$ cat config.mk
export PLATFORM = sky130hd
export DESIGN_NAME = ram_port_arbiter
export DESIGN_NICKNAME = d
export VERILOG_FILES = /design/src/rtl/ram_ctrl_pkg.sv /design/src/rtl/rr_arb2.sv /design/src/rtl/ram_port_arbiter.sv
export SDC_FILE = /design/constraint.sdc
export NUM_CORES = 1
export LEC_CHECK = 0
export ABC_AREA = 1
export ABC_CLOCK_PERIOD_IN_PS = 3500
export BUFFER_PORTS_ARGS = -buffer_cell sky130_fd_sc_hd__buf_2
export CAP_MARGIN = 20
export CORE_ASPECT_RATIO = 0.7
export CORE_MARGIN = 8
export CORE_UTILIZATION = 35
export CTS_BUF_LIST = sky130_fd_sc_hd__clkbuf_4 sky130_fd_sc_hd__clkbuf_8 sky130_fd_sc_hd__clkbuf_16
export CTS_CLUSTER_DIAMETER = 200
export DETAILED_ROUTE_END_ITERATION = 16
export GPL_TIMING_DRIVEN = 0
export PLACE_DENSITY_LB_ADDON = 0.3
export SLEW_MARGIN = 20
export SYNTH_ARGS = -nofsm -noshare
export SYNTH_HDL_FRONTEND = slang
export SYNTH_SLANG_ARGS = --single-unit
export TNS_END_PERCENT = 10
$ cat constraint.sdc
create_clock -name clk -period 3.5 [get_ports clk]
set_input_delay 0.175 -clock clk [delete_from_list [all_inputs] [get_ports clk]]
set_output_delay 0.175 -clock clk [all_outputs]
set_load 0.05 [all_outputs]
$ cat src/rtl/ram_ctrl_pkg.sv
// Shared constants for the two-client RAM port controller: client ids,
// tag-stage field widths and the legal read-latency check.
package ram_ctrl_pkg;

  localparam int CLIENTS = 2;
  localparam int CL0     = 0;
  localparam int CL1     = 1;

  localparam int TAG_VLD_W = 1;
  localparam int TAG_ID_W  = 1;
  localparam int TAG_BYP_W = 1;

  localparam int RD_LAT_MIN = 1;
  localparam int RD_LAT_MAX = 2;

  function automatic bit rd_latency_legal(input int lat);
    return (lat >= RD_LAT_MIN) && (lat <= RD_LAT_MAX);
  endfunction

endpackage

$ cat src/rtl/rr_arb2.sv
// Two-requester round-robin arbiter; grant is combinational, last winner is
// registered and favours client 0 out of reset.
module rr_arb2
  import ram_ctrl_pkg::*;
(
  input  logic       clk,
  input  logic       rst_n,
  input  logic [1:0] req,
  output logic [1:0] gnt,
  output logic       gnt_id,
  output logic       gnt_any
);

  logic last;

  always_comb begin
    gnt = 2'b00;
    if (rst_n) begin
      case (req)
        2'b01:   gnt = 2'b01;
        2'b10:   gnt = 2'b10;
        2'b11:   gnt = last ? 2'b01 : 2'b10;
        default: gnt = 2'b00;
      endcase
    end
  end

  assign gnt_id  = gnt[CL1];
  assign gnt_any = |gnt;

  always_ff @(posedge clk) begin
    if (!rst_n)
      last <= 1'b1;
    else if (gnt_any)
      last <= gnt_id;
  end

endmodule

$ cat src/rtl/ram_port_arbiter.sv
// Arbitrates a simple dual-port RAM's write and read ports between two
// clients and routes read responses back through a latency-matched tag pipe.
module ram_port_arbiter
  import ram_ctrl_pkg::*;
#(
  parameter int DATA_WIDTH = 8,
  parameter int ADDR_WIDTH = 9,
  parameter int RD_LATENCY = 1
) (
  input  logic                    clk,
  input  logic                    rst_n,
  input  logic [1:0]              wr_valid,
  output logic [1:0]              wr_ready,
  input  logic [2*ADDR_WIDTH-1:0] wr_addr,
  input  logic [2*DATA_WIDTH-1:0] wr_data,
  input  logic [1:0]              rd_valid,
  output logic [1:0]              rd_ready,
  input  logic [2*ADDR_WIDTH-1:0] rd_addr,
  output logic [1:0]              rsp_valid,
  output logic [DATA_WIDTH-1:0]   rsp_data,
  output logic                    ram_we,
  output logic [ADDR_WIDTH-1:0]   ram_waddr,
  output logic [DATA_WIDTH-1:0]   ram_wdata,
  output logic                    ram_re,
  output logic [ADDR_WIDTH-1:0]   ram_raddr,
  input  logic [DATA_WIDTH-1:0]   ram_rdata
);

  if (!rd_latency_legal(RD_LATENCY)) begin : g_bad_latency
    $error("ram_port_arbiter: RD_LATENCY must be 1 or 2");
  end

  localparam int LAST = RD_LATENCY - 1;

  logic wr_id, wr_any, rd_id, rd_any;

  rr_arb2 u_wr_arb (
    .clk     (clk),
    .rst_n   (rst_n),
    .req     (wr_valid),
    .gnt     (wr_ready),
    .gnt_id  (wr_id),
    .gnt_any (wr_any)
  );

  rr_arb2 u_rd_arb (
    .clk     (clk),
    .rst_n   (rst_n),
    .req     (rd_valid),
    .gnt     (rd_ready),
    .gnt_id  (rd_id),
    .gnt_any (rd_any)
  );

  assign ram_we    = wr_any;
  assign ram_waddr = wr_id ? wr_addr[ADDR_WIDTH +: ADDR_WIDTH] : wr_addr[0 +: ADDR_WIDTH];
  assign ram_wdata = wr_id ? wr_data[DATA_WIDTH +: DATA_WIDTH] : wr_data[0 +: DATA_WIDTH];
  assign ram_re    = rd_any;
  assign ram_raddr = rd_id ? rd_addr[ADDR_WIDTH +: ADDR_WIDTH] : rd_addr[0 +: ADDR_WIDTH];

  // The RAM returns pre-write data on a same-address collision, so capture the write.
  logic collide;
  assign collide = wr_any & rd_any & (ram_raddr == ram_waddr);

  logic                  vld_p  [RD_LATENCY];
  logic                  id_p   [RD_LATENCY];
  logic                  byp_p  [RD_LATENCY];
  logic [DATA_WIDTH-1:0] bdat_p [RD_LATENCY];

  // Stage p0..pLAST: tag shifts every cycle to stay aligned with ram_rdata
  always_ff @(posedge clk) begin
    if (!rst_n) begin
      for (int i = 0; i < RD_LATENCY; i++) vld_p[i] <= 1'b0;
    end else begin
      vld_p[0] <= rd_any;
      for (int i = 1; i < RD_LATENCY; i++) vld_p[i] <= vld_p[i-1];
    end
  end

  always_ff @(posedge clk) begin
    id_p[0]   <= rd_id;
    byp_p[0]  <= collide;
    bdat_p[0] <= ram_wdata;
    for (int i = 1; i < RD_LATENCY; i++) begin
      id_p[i]   <= id_p[i-1];
      byp_p[i]  <= byp_p[i-1];
      bdat_p[i] <= bdat_p[i-1];
    end
  end

  // Response stage: route to issuing client, hold data between responses
  logic                  rsp_fire;
  logic [DATA_WIDTH-1:0] rsp_mux;
  logic [DATA_WIDTH-1:0] rsp_hold;

  assign rsp_fire = rst_n & vld_p[LAST];
  assign rsp_mux  = byp_p[LAST] ? bdat_p[LAST] : ram_rdata;

  always_ff @(posedge clk) begin
    if (!rst_n)
      rsp_hold <= '0;
    else if (rsp_fire)
      rsp_hold <= rsp_mux;
  end

  assign rsp_data  = rsp_fire ? rsp_mux : rsp_hold;
  assign rsp_valid = {rsp_fire & id_p[LAST], rsp_fire & ~id_p[LAST]};

endmodule
==> results.yml, run 1 <==
drt:
  num_vias: 2009
  wirelength_um: 5331
  routedWlPerCell_um: 11.93
  drc: 0
  drtIter0Drc: 93
  ant_nets: 0
  first_pass_iters: 4
  vias_per_cell: 4.494
sta:
  tightestPinTransition_ns: 0.4485
  maxSlewViolCount: 0
  period_needed_ns: 1.812
  fmax_mhz: 551.9
  fin_crit_sh_pct: 51.77
  clock-skew-final_ns: 0.006718
  fin_ws_ns: 1.688
  hold_viol: 0
  tns_ns: 0
  relSlewSlack_pct: 70.10
  rsz0062_at_grt: "false"
  hold_slack_ns: 0.1339
  setup_violations: 0
clocking:
  cts_root_buf: "clkbuf_8"
  numCtsBuffers: 3
  clkTransAtPathRegs_ns: 0.07
  cts_max_level: 1
  cts_tree: "yes"
  post-cts-setup-buffer-count: 0
  clock_path_buffers: 2
  cts-resized-gates: 0
  clock-sinks: 21
  cts-hold-fix-buffers: 0
  clock_latency_ns: 0.26
critical_path:
  r2r_cells: 10
  crit_chain: "clkbuf_1, nand2_1, buf_2, a21oi_1, a21oi_1, buf_2"
  worst_setup_path_end_kind: "output pin"
  cp_slowest_stage_delay_ns: 0.30
  worst_setup_path_start_kind: "flop"
  worstPathMaxFanout: 10
  worst_ep_required_time_ns: 3.32
  worstPathArrival_ns: 1.64
  crit_type: "flop to output pin"
  cp_slowest_cell: "dfxtp_1"
floorplan:
  row_count: 20
  die_y_um: 72.00
  core-area_um2: 4329
  ios: 108
  die_area_um2: 6911
  dieWidth_um: 96.00
  initial_utilization_pct: 36.21
logic_synthesis:
  ys.warnings.count: 0
  ys_seq_elements: 21
  syn_nets: 347
  ys_seq_area_share_pct: 26.82
  synth_area_um2: 1568
  syn-instance-count: 281
  syn_avg_cell_area_um2: 5.579
  synth_cell_types: 19
min_path:
  min_path_cells: 3
  hold_class: "input pin to flop"
power_and_ir_drop:
  ir_drop_mv: 0.1740
  pwr-share-seq_pct: 33.9
  pwr-share-clk_pct: 20.7
  p_total_mw: 0.7710
  combPwrFrac_pct: 45.4
  leakagePower_nw: 1.378
  p_switching_mw: 0.3275
  power.density_nw_per_um2: 347.2
  swShare_pct: 42.47
  p_int_mw: 0.4436
placed_design:
  placed_cells: 443
  place_congestion: 0.8290
  dpl-instance-area_um2: 2172
  dp.final_hpwl_um: 4464
  portBuffers: 107
  place_ws_ns: 1.951
cells_and_area:
  stdcell_area_um2: 2221
  antenna_cells: 0
  syn_to_final_growth_pct: 41.66
  drive_gt1_share_pct: 33.42
  fin_nets: 459
  final_util_pct: 51.30
  fin_cells: 447
  fillers: 459
global_routing:
  grt_max_degree: 12
  antenna_found_initial: 0
  grt_pass1_wl_um: 9059
  grt_usage_pct: 15.77
  grt-ovfl-total: 0
  grt_pass1_vias: 1981
outcome:
  status: "completed"
flow_run:
  max-cap-violations: 0
[power by group through the flow]
stage	Sequential, mW	Combinational (mW)	Clock, mW
2_1_floorplan	0.265	0.248	0
3_3_place_gp	0.266	0.348	0
3_5_place_dp	0.267	0.351	0
4_1_cts	0.261	0.352	0.166
5_1_grt	0.263	0.382	0.175
6_report	0.261	0.350	0.160
[cells in the mapped netlist]
library cell	number	area (um2)
a21oi_2	2	17.52
buf_2	5	25.02
a21oi_1	21	105.1
nand3_1	10	50.05
inv_1	30	112.6
and2_1	8	50.05
o31ai_1	1	7.510
nor3b_1	2	15.01
nand2_1	133	499.2
nand2_2	6	37.54
buf_6	3	33.78
clkbuf_1	3	11.26
nor2_1	14	52.55
nand3b_1	6	45.04
o21ai_1	6	30.03
clkinv_2	2	10.01
o21ai_0	6	30.03
dfxtp_1	21	420.4
buf_4	2	15.01
[worst max-delay path, delay by kind of cell (launching register included)]
family | cells | cell delay [ns]
compound gates | 2 | 0.24
buf+inv | 3 | 0.69
flops | 1 | 0.30
simple gates | 1 | 0.14
[final timing paths]
path / from / to / slack, ns
setup / recovery: vld_p[0] / rsp_data[6] / 1.69
setup reg to reg: u_rd_arb.last / byp_p[0] / 2.01
hold / removal: wr_data[13] / bdat_p[0][5] / 0.13
hold reg to reg: u_rd_arb.last / u_rd_arb.last / 0.57
[routing by layer]
layer	vias up	GRT usage, %	wire [um]
met5	-	0	0
met4	0	2.547	7
met3	2	3.196	369
met2	63	25.32	2388
met1	862	21.33	2566
li1	1082	-	-
[area by class of cell]
class / count / area [um2] / area share (%)
inverters: 32 / 122.6 / 5.521
clock buffers: 4 / 48.80 / 2.197
well taps: 55 / 68.82 / 3.099
multi-input cells: 215 / 939.7 / 42.31
plain buffers: 13 / 85.08 / 3.831
flip-flops and latches: 21 / 420.4 / 18.93
repair buffers: 107 / 535.5 / 24.11
[layout by cell type (no fill, tap or decap), types with 2 or more instances in the layout]
cell type / synthesis / layout
nand2_1: 133 / 133
buf_2: 5 / 112
inv_1: 30 / 30
a21oi_1: 21 / 21
dfxtp_1: 21 / 21
nor2_1: 14 / 14
nand3_1: 10 / 10
and2_1: 8 / 8
nand2_2: 6 / 6
o21ai_0: 6 / 6
o21ai_1: 6 / 6
nand3b_1: 6 / 6
clkbuf_1: 3 / 3
buf_6: 3 / 3
clkbuf_8: 0 / 3
a21oi_2: 2 / 2
nor3b_1: 2 / 2
clkinv_2: 2 / 2
buf_4: 2 / 2
[kinds of logic (layout without fill, tap and decap cells)]
family	count (synthesis)	in the layout	synth area share (%)
buf+inv	45	156	13.25
flops	21	21	26.82
simple gates	179	179	47.81
compound gates	36	36	12.13
[state kept, by name, indices dropped and copies added, names as in the netlist]
register / count
id_p: 1
u_wr_arb.last: 1
byp_p: 1
vld_p: 1
u_rd_arb.last: 1
bdat_p: 8
rsp_hold: 8
No activity file was read; power rests on OpenSTA's default activity.
==> run 2: changes to the inputs <==
ABC_AREA = 0   (was 1)
ABC_CLOCK_PERIOD_IN_PS = 1580   (was 3500)
CORE_UTILIZATION = 33   (was 35)
clock period = 1.58 ns   (was 3.5 ns; I/O delays follow)
==> results.yml, run 2 <==
outcome:
  status: "complete, but fails checks"
  violations: "negative setup slack"
placed_design:
  portBuffers: 107
  place_congestion: 0.7339
  dp.final_hpwl_um: 3382
  dpl-instance-area_um2: 1800
logic_synthesis:
  syn-instance-count: 122
  synth_area_um2: 1191
  ys_seq_area_share_pct: 35.29
  synth_cell_types: 24
  synth_top_cell_area_share_pct: 35.29
  ys.warnings.count: 0
  ys_seq_elements: 21
  async_flop_share_pct: 0
  synth.most_common_cell: "mux2_2"
  ys.flop_type: "dfxtp_1"
  syn_avg_cell_area_um2: 9.763
  synth_edf_count: 0
  yosysTopAreaCell: "dfxtp_1"
  syn_nets: 188
  ys_top_cells_by_area: "dfxtp_1, mux2_2, mux2i_1"
  synth.cells.most_frequent: "mux2_2, dfxtp_1, nand2_1, o21ai_0, xor2_1"
min_path:
  hold_class: "input pin to flop"
  min_path_cells: 2
  hp-start: "wr_valid[0]"
  hold_path_end: "u_wr_arb.last"
sta:
  clock-skew-final_ns: 0.004453
  hold_slack_ns: 0.02593
  relSlewSlack_pct: 77.27
  fin_crit_sh_pct: 109.9
  fin_ws_ns: -0.1568
  tightestPinTransition_ns: 0.3410
  maxSlewViolCount: 0
  rsz0062_at_grt: "true"
  tns_ns: -1.583
  hold_viol: 0
  period_needed_ns: 1.737
  setup_violations: 21
  fmax_mhz: 575.8
clocking:
  cts-hold-fix-buffers: 0
  clkTransAtPathRegs_ns: 0.08
  clock-sinks: 21
  cts_max_level: 1
  clock_path_buffers: 2
  cts_tree: "yes"
  clock_latency_ns: 0.26
  cts_root_buf: "clkbuf_8"
  numCtsBuffers: 3
drt:
  first_pass_iters: 4
  ant_nets: 0
  vias_per_cell: 4.466
  drc: 0
  num_vias: 1304
  routedWlPerCell_um: 15.22
  drtIter0Drc: 28
  wirelength_um: 4443
cells_and_area:
  reg_top3: "bdat_p: 8 flops, rsp_hold: 8 flops"
  multi_input_area_um2: 790.8
  final_util_pct: 62.76
  final_common_cell: "buf_2"
  fin_nets: 309
  seqCellArea_um2: 422.9
  syn_to_final_growth_pct: 83.93
  antenna_cells: 0
  drive_gt1_share_pct: 66.53
  fillers: 318
  stdcell_area_um2: 2191
  layout_common_cells: "buf_2, buf_6, dfxtp_1"
floorplan:
  die_area_um2: 5819
  ios: 108
  core-area_um2: 3491
  initial_utilization_pct: 34.12
  row_count: 18
  die_y_um: 66.27
  dieWidth_um: 87.81
global_routing:
  grt_pass1_vias: 1365
  grt_max_degree: 13
  grt_usage_pct: 13.87
  antenna_found_initial: 0
  grt_pass1_wl_um: 6334
  grt-ovfl-total: 0
critical_path:
  worst_ep_required_time_ns: 1.50
  rr_endpoint: "byp_p[0]"
  worst_setup_path_start_kind: "flop"
  crit_type: "flop to output pin"
  r2r_cells: 7
  worstPathArrival_ns: 1.66
  worstPathMaxFanout: 10
  r2r_start: "u_wr_arb.last"
  worst_setup_path_end_kind: "output pin"
  reg2reg_slack_ns: -0.14
power_and_ir_drop:
  ir_drop_mv: 0.4899
  leakagePower_nw: 1.107
  power.density_nw_per_um2: 770.5
flow_run:
  max-cap-violations: 0
==> run 2: cell count changes in the layout (fill, tap and decap cells not counted), sizes merged, moves of 13 or more <==
cell | previous run | this run
nand2 | 139 | 13
inv | 30 | 3
nor2 | 14 | 1
mux2 | 0 | 25
a21oi | 23 | 2
==> run 2: layout make-up <==
type / instances / share of cell area, %
inverter: 3 / 0.5140
tap: 50 / 2.856
clock buffer: 3 / 1.885
buffer: 8 / 3.541
clock inverter: 1 / 0.2284
sequential: 21 / 19.30
timing repair buffer: 116 / 35.58
multi-input combinational: 90 / 36.09
==> run 2: timing repair <==
item	4_1_cts	5_1_grt
cloned	0	1
pin swaps	0	4
buffers inserted	5	3
resized for setup	57	30
endpoints found under the setup margin	36	35
==> run 2: cell families after synthesis <==
| family | count (synthesis) | share of synthesized area, % |
|---|---|---|
| buffers and inverters | 11 | 4.936 |
| AOI/OAI and AO/OA | 16 | 7.563 |
| and+or+nand+nor | 30 | 13.03 |
| muxes | 34 | 31.83 |
| DFF | 21 | 35.29 |
| xor gates and xnor gates | 10 | 7.353 |
==> run 2: report_power, final <==
group,switching (mW),internal [mW]
logic,0.454,0.315
registers,0.0118,0.562
clock network,0.171,0.176
==> run 2: per-layer routing <==
layer | up-vias | wire (um) | GRT usage [%]
met2 | 50 | 2243 | 25.07
met3 | 4 | 351 | 6.079
met5 | - | 0 | 0
met1 | 593 | 1794 | 14.67
li1 | 657 | - | -
met4 | 0 | 55 | 2.559
==> run 2: worst max-delay path by stage <==
stage | startpoint | endpoint | cells after the start
floorplan | byp_p[0] | rsp_hold[1] | 4
global placement | rst_n | byp_p[0] | 8
detailed placement | u_wr_arb.last | byp_p[0] | 6
CTS | u_rd_arb.last | byp_p[0] | 7
global route | u_wr_arb.last | byp_p[0] | 7
finish | u_wr_arb.last | ram_wdata[6] | 6
==> run 2: metrics by stage <==
stage,instances,worst slack [ns],total power [mW]
floorplan,122,-0.2235,1.036
global placement,279,-0.1926,1.214
detailed placement,279,-0.2026,1.218
CTS,288,-0.1514,1.648
global route,292,-0.2738,1.763
finish,292,-0.1568,1.688
==> run 2: critical path: stages (launching register included) <==
cell and delay [ns]:
dfxtp_2 0.33, a21oi_2 0.17, buf_6 0.15, buf_4 0.12
buf_12 0.13, mux2_2 0.35, buf_6 0.16
==> run 3: changes to the inputs <==
ABC_CLOCK_PERIOD_IN_PS = 1950   (was 1580)
CELL_PAD_IN_SITES_DETAIL_PLACEMENT = 1   (was not set)
CELL_PAD_IN_SITES_GLOBAL_PLACEMENT = 2   (was not set)
CORE_UTILIZATION = 19   (was 33)
clock period = 1.95 ns   (was 1.58 ns; I/O delays follow)
==> results.yml, run 3 (synthesis results as in run 2) <==
cells_and_area:
  multi_input_area_um2: 715.7
  layout_common_cells: "buf_2, mux2_2, dfxtp_1"
  fillers: 737
  seqCellArea_um2: 420.4
  final_common_cell: "buf_2"
  stdcell_area_um2: 1883
  reg_top3: "bdat_p: 8 flops, rsp_hold: 8 flops"
  syn_to_final_growth_pct: 58.09
  drive_gt1_share_pct: 61.64
  antenna_cells: 0
  fin_cells: 310
  fin_nets: 299
floorplan:
  ios: 108
  core-area_um2: 6156
  row_count: 24
  initial_utilization_pct: 19.35
  dieWidth_um: 110.6
  die_area_um2: 9099
  die_y_um: 82.25
critical_path:
  reg2reg_slack_ns: 0.18
  worst_ep_required_time_ns: 2.15
  worstPathArrival_ns: 1.97
  worst_setup_path_start_kind: "flop"
  critPathBufInv: 1
  r2r_cells: 7
  r2r_start: "u_rd_arb.last"
  critPathTopFamily: "simple AND/OR/NAND/NOR gates"
  crit_start: "u_rd_arb.last"
  crit_type: "flop to flop"
  worstPathMaxFanout: 11
  crit_chain: "nand2_1, and3_1, buf_6, mux2_2, xor2_1, nor3_1, and4b_1"
  worst_setup_path_end_kind: "flop"
  rr_endpoint: "byp_p[0]"
  cp_slowest_stage_delay_ns: 0.37
  cp_slowest_cell: "mux2_2"
global_routing:
  antenna_found_initial: 0
  grt_pass1_wl_um: 7196
  grt_usage_pct: 9.708
  grt-ovfl-total: 0
  grt_max_degree: 13
  grt_pass1_vias: 1397
sta:
  rsz0062_at_grt: "false"
  tightestPinTransition_ns: 0.4316
  setup_violations: 0
  fmax_mhz: 565.4
  clock-skew-final_ns: 0.004424
  relSlewSlack_pct: 71.19
  maxSlewViolCount: 0
  fin_ws_ns: 0.1813
  period_needed_ns: 1.769
  hold_viol: 0
  fin_crit_sh_pct: 90.70
drt:
  vias_per_cell: 4.016
  first_pass_iters: 4
  ant_nets: 0
  drc: 0
  wirelength_um: 4632
  num_vias: 1245
  routedWlPerCell_um: 14.94
  drtIter0Drc: 16
clocking:
  clkTransAtPathRegs_ns: 0.07
  cts_tree: "yes"
  cts_root_buf: "clkbuf_8"
  cts-resized-gates: 2
  post-cts-setup-buffer-count: 0
  clock_path_buffers: 2
  cts-hold-fix-buffers: 0
  numCtsBuffers: 3
  cts_max_level: 1
  clock-sinks: 21
  clock_latency_ns: 0.25
power_and_ir_drop:
  swShare_pct: 38.92
  pwr-share-seq_pct: 37.0
  power.density_nw_per_um2: 665.2
  pwr-share-clk_pct: 21.9
  p_switching_mw: 0.4875
  p_int_mw: 0.7651
  ir_drop_mv: 0.1997
  combPwrFrac_pct: 41.1
  leakagePower_nw: 0.9481
min_path:
  hold_class: "input pin to flop"
  hold_path_end: "u_wr_arb.last"
  min_path_cells: 2
  hp-start: "wr_valid[0]"
placed_design:
  dpl-instance-area_um2: 1824
  placed_cells: 307
  dp.final_hpwl_um: 4120
  place_ws_ns: 0.07143
  portBuffers: 107
  place_congestion: 0.6878
outcome:
  status: "completed"
flow_run:
  max-cap-violations: 0
==> run 3: cell types whose count changed in the layout (fill, tap and decap cells not counted), sizes merged <==
| cell | change |
|---|---|
| buf | -9 |
| clkbuf | -1 |
==> run 3: worst register-to-register path: stages (launching register included) <==
cell     delay (ns)
dfxtp_1        0.33
nand2_1        0.07
and3_1         0.17
buf_6          0.16
mux2_2         0.37
xor2_1         0.17
nor3_1         0.22
and4b_1        0.22
==> run 3: layout make-up <==
cell class | count | share of cell area (%)
buffer | 7 | 2.990
clock inverter | 1 | 0.2658
multi-input combinational | 90 | 38.01
sequential | 21 | 22.33
tap | 78 | 5.183
clock buffer | 3 | 2.193
inverter | 3 | 0.5980
timing repair buffer | 107 | 28.44
==> run 3: worst max path at each step <==
stage	end	slack (ns)	cells after the start
after floorplan	rsp_hold[1]	-0.26	4
after global placement	byp_p[0]	0.08	8
after detailed placement	byp_p[0]	0.07	8
after CTS	ram_wdata[1]	0.05	5
after global routing	byp_p[0]	0.003	7
final	byp_p[0]	0.18	7
==> run 3: metal layers <==
metal | GRT usage (%) | part of all wire, % | up-vias
met2 | 18.15 | 52 | 38
met3 | 3.752 | 7.5 | 2
li1 | - | - | 635
met4 | 1.611 | 0.60 | 0
met1 | 10.52 | 40 | 570
met5 | 0 | 0 | -
==> run 3: per-stage QoR <==
stage	total power, mW	TNS (ns)	hold slack (ns)	util (%)
after floorplan	0.8341	-2.228	0.1979	-
after global placement	0.9891	0	0.3181	29.63
after detailed placement	0.9922	0	0.3249	29.63
after CTS	1.279	0	0.04067	30.47
after global routing	1.334	0	0.06321	30.59
final	1.253	0	0.05420	30.59
==> run 3: power groups by stage <==
| stage | combinational, mW | clock, mW | sequential (mW) |
|---|---|---|---|
| after detailed placement | 0.518 | 0 | 0.474 |
| after global routing | 0.551 | 0.316 | 0.467 |
| after CTS | 0.521 | 0.294 | 0.464 |
| final | 0.515 | 0.274 | 0.464 |
| after global placement | 0.516 | 0 | 0.473 |
| after floorplan | 0.364 | 0 | 0.470 |
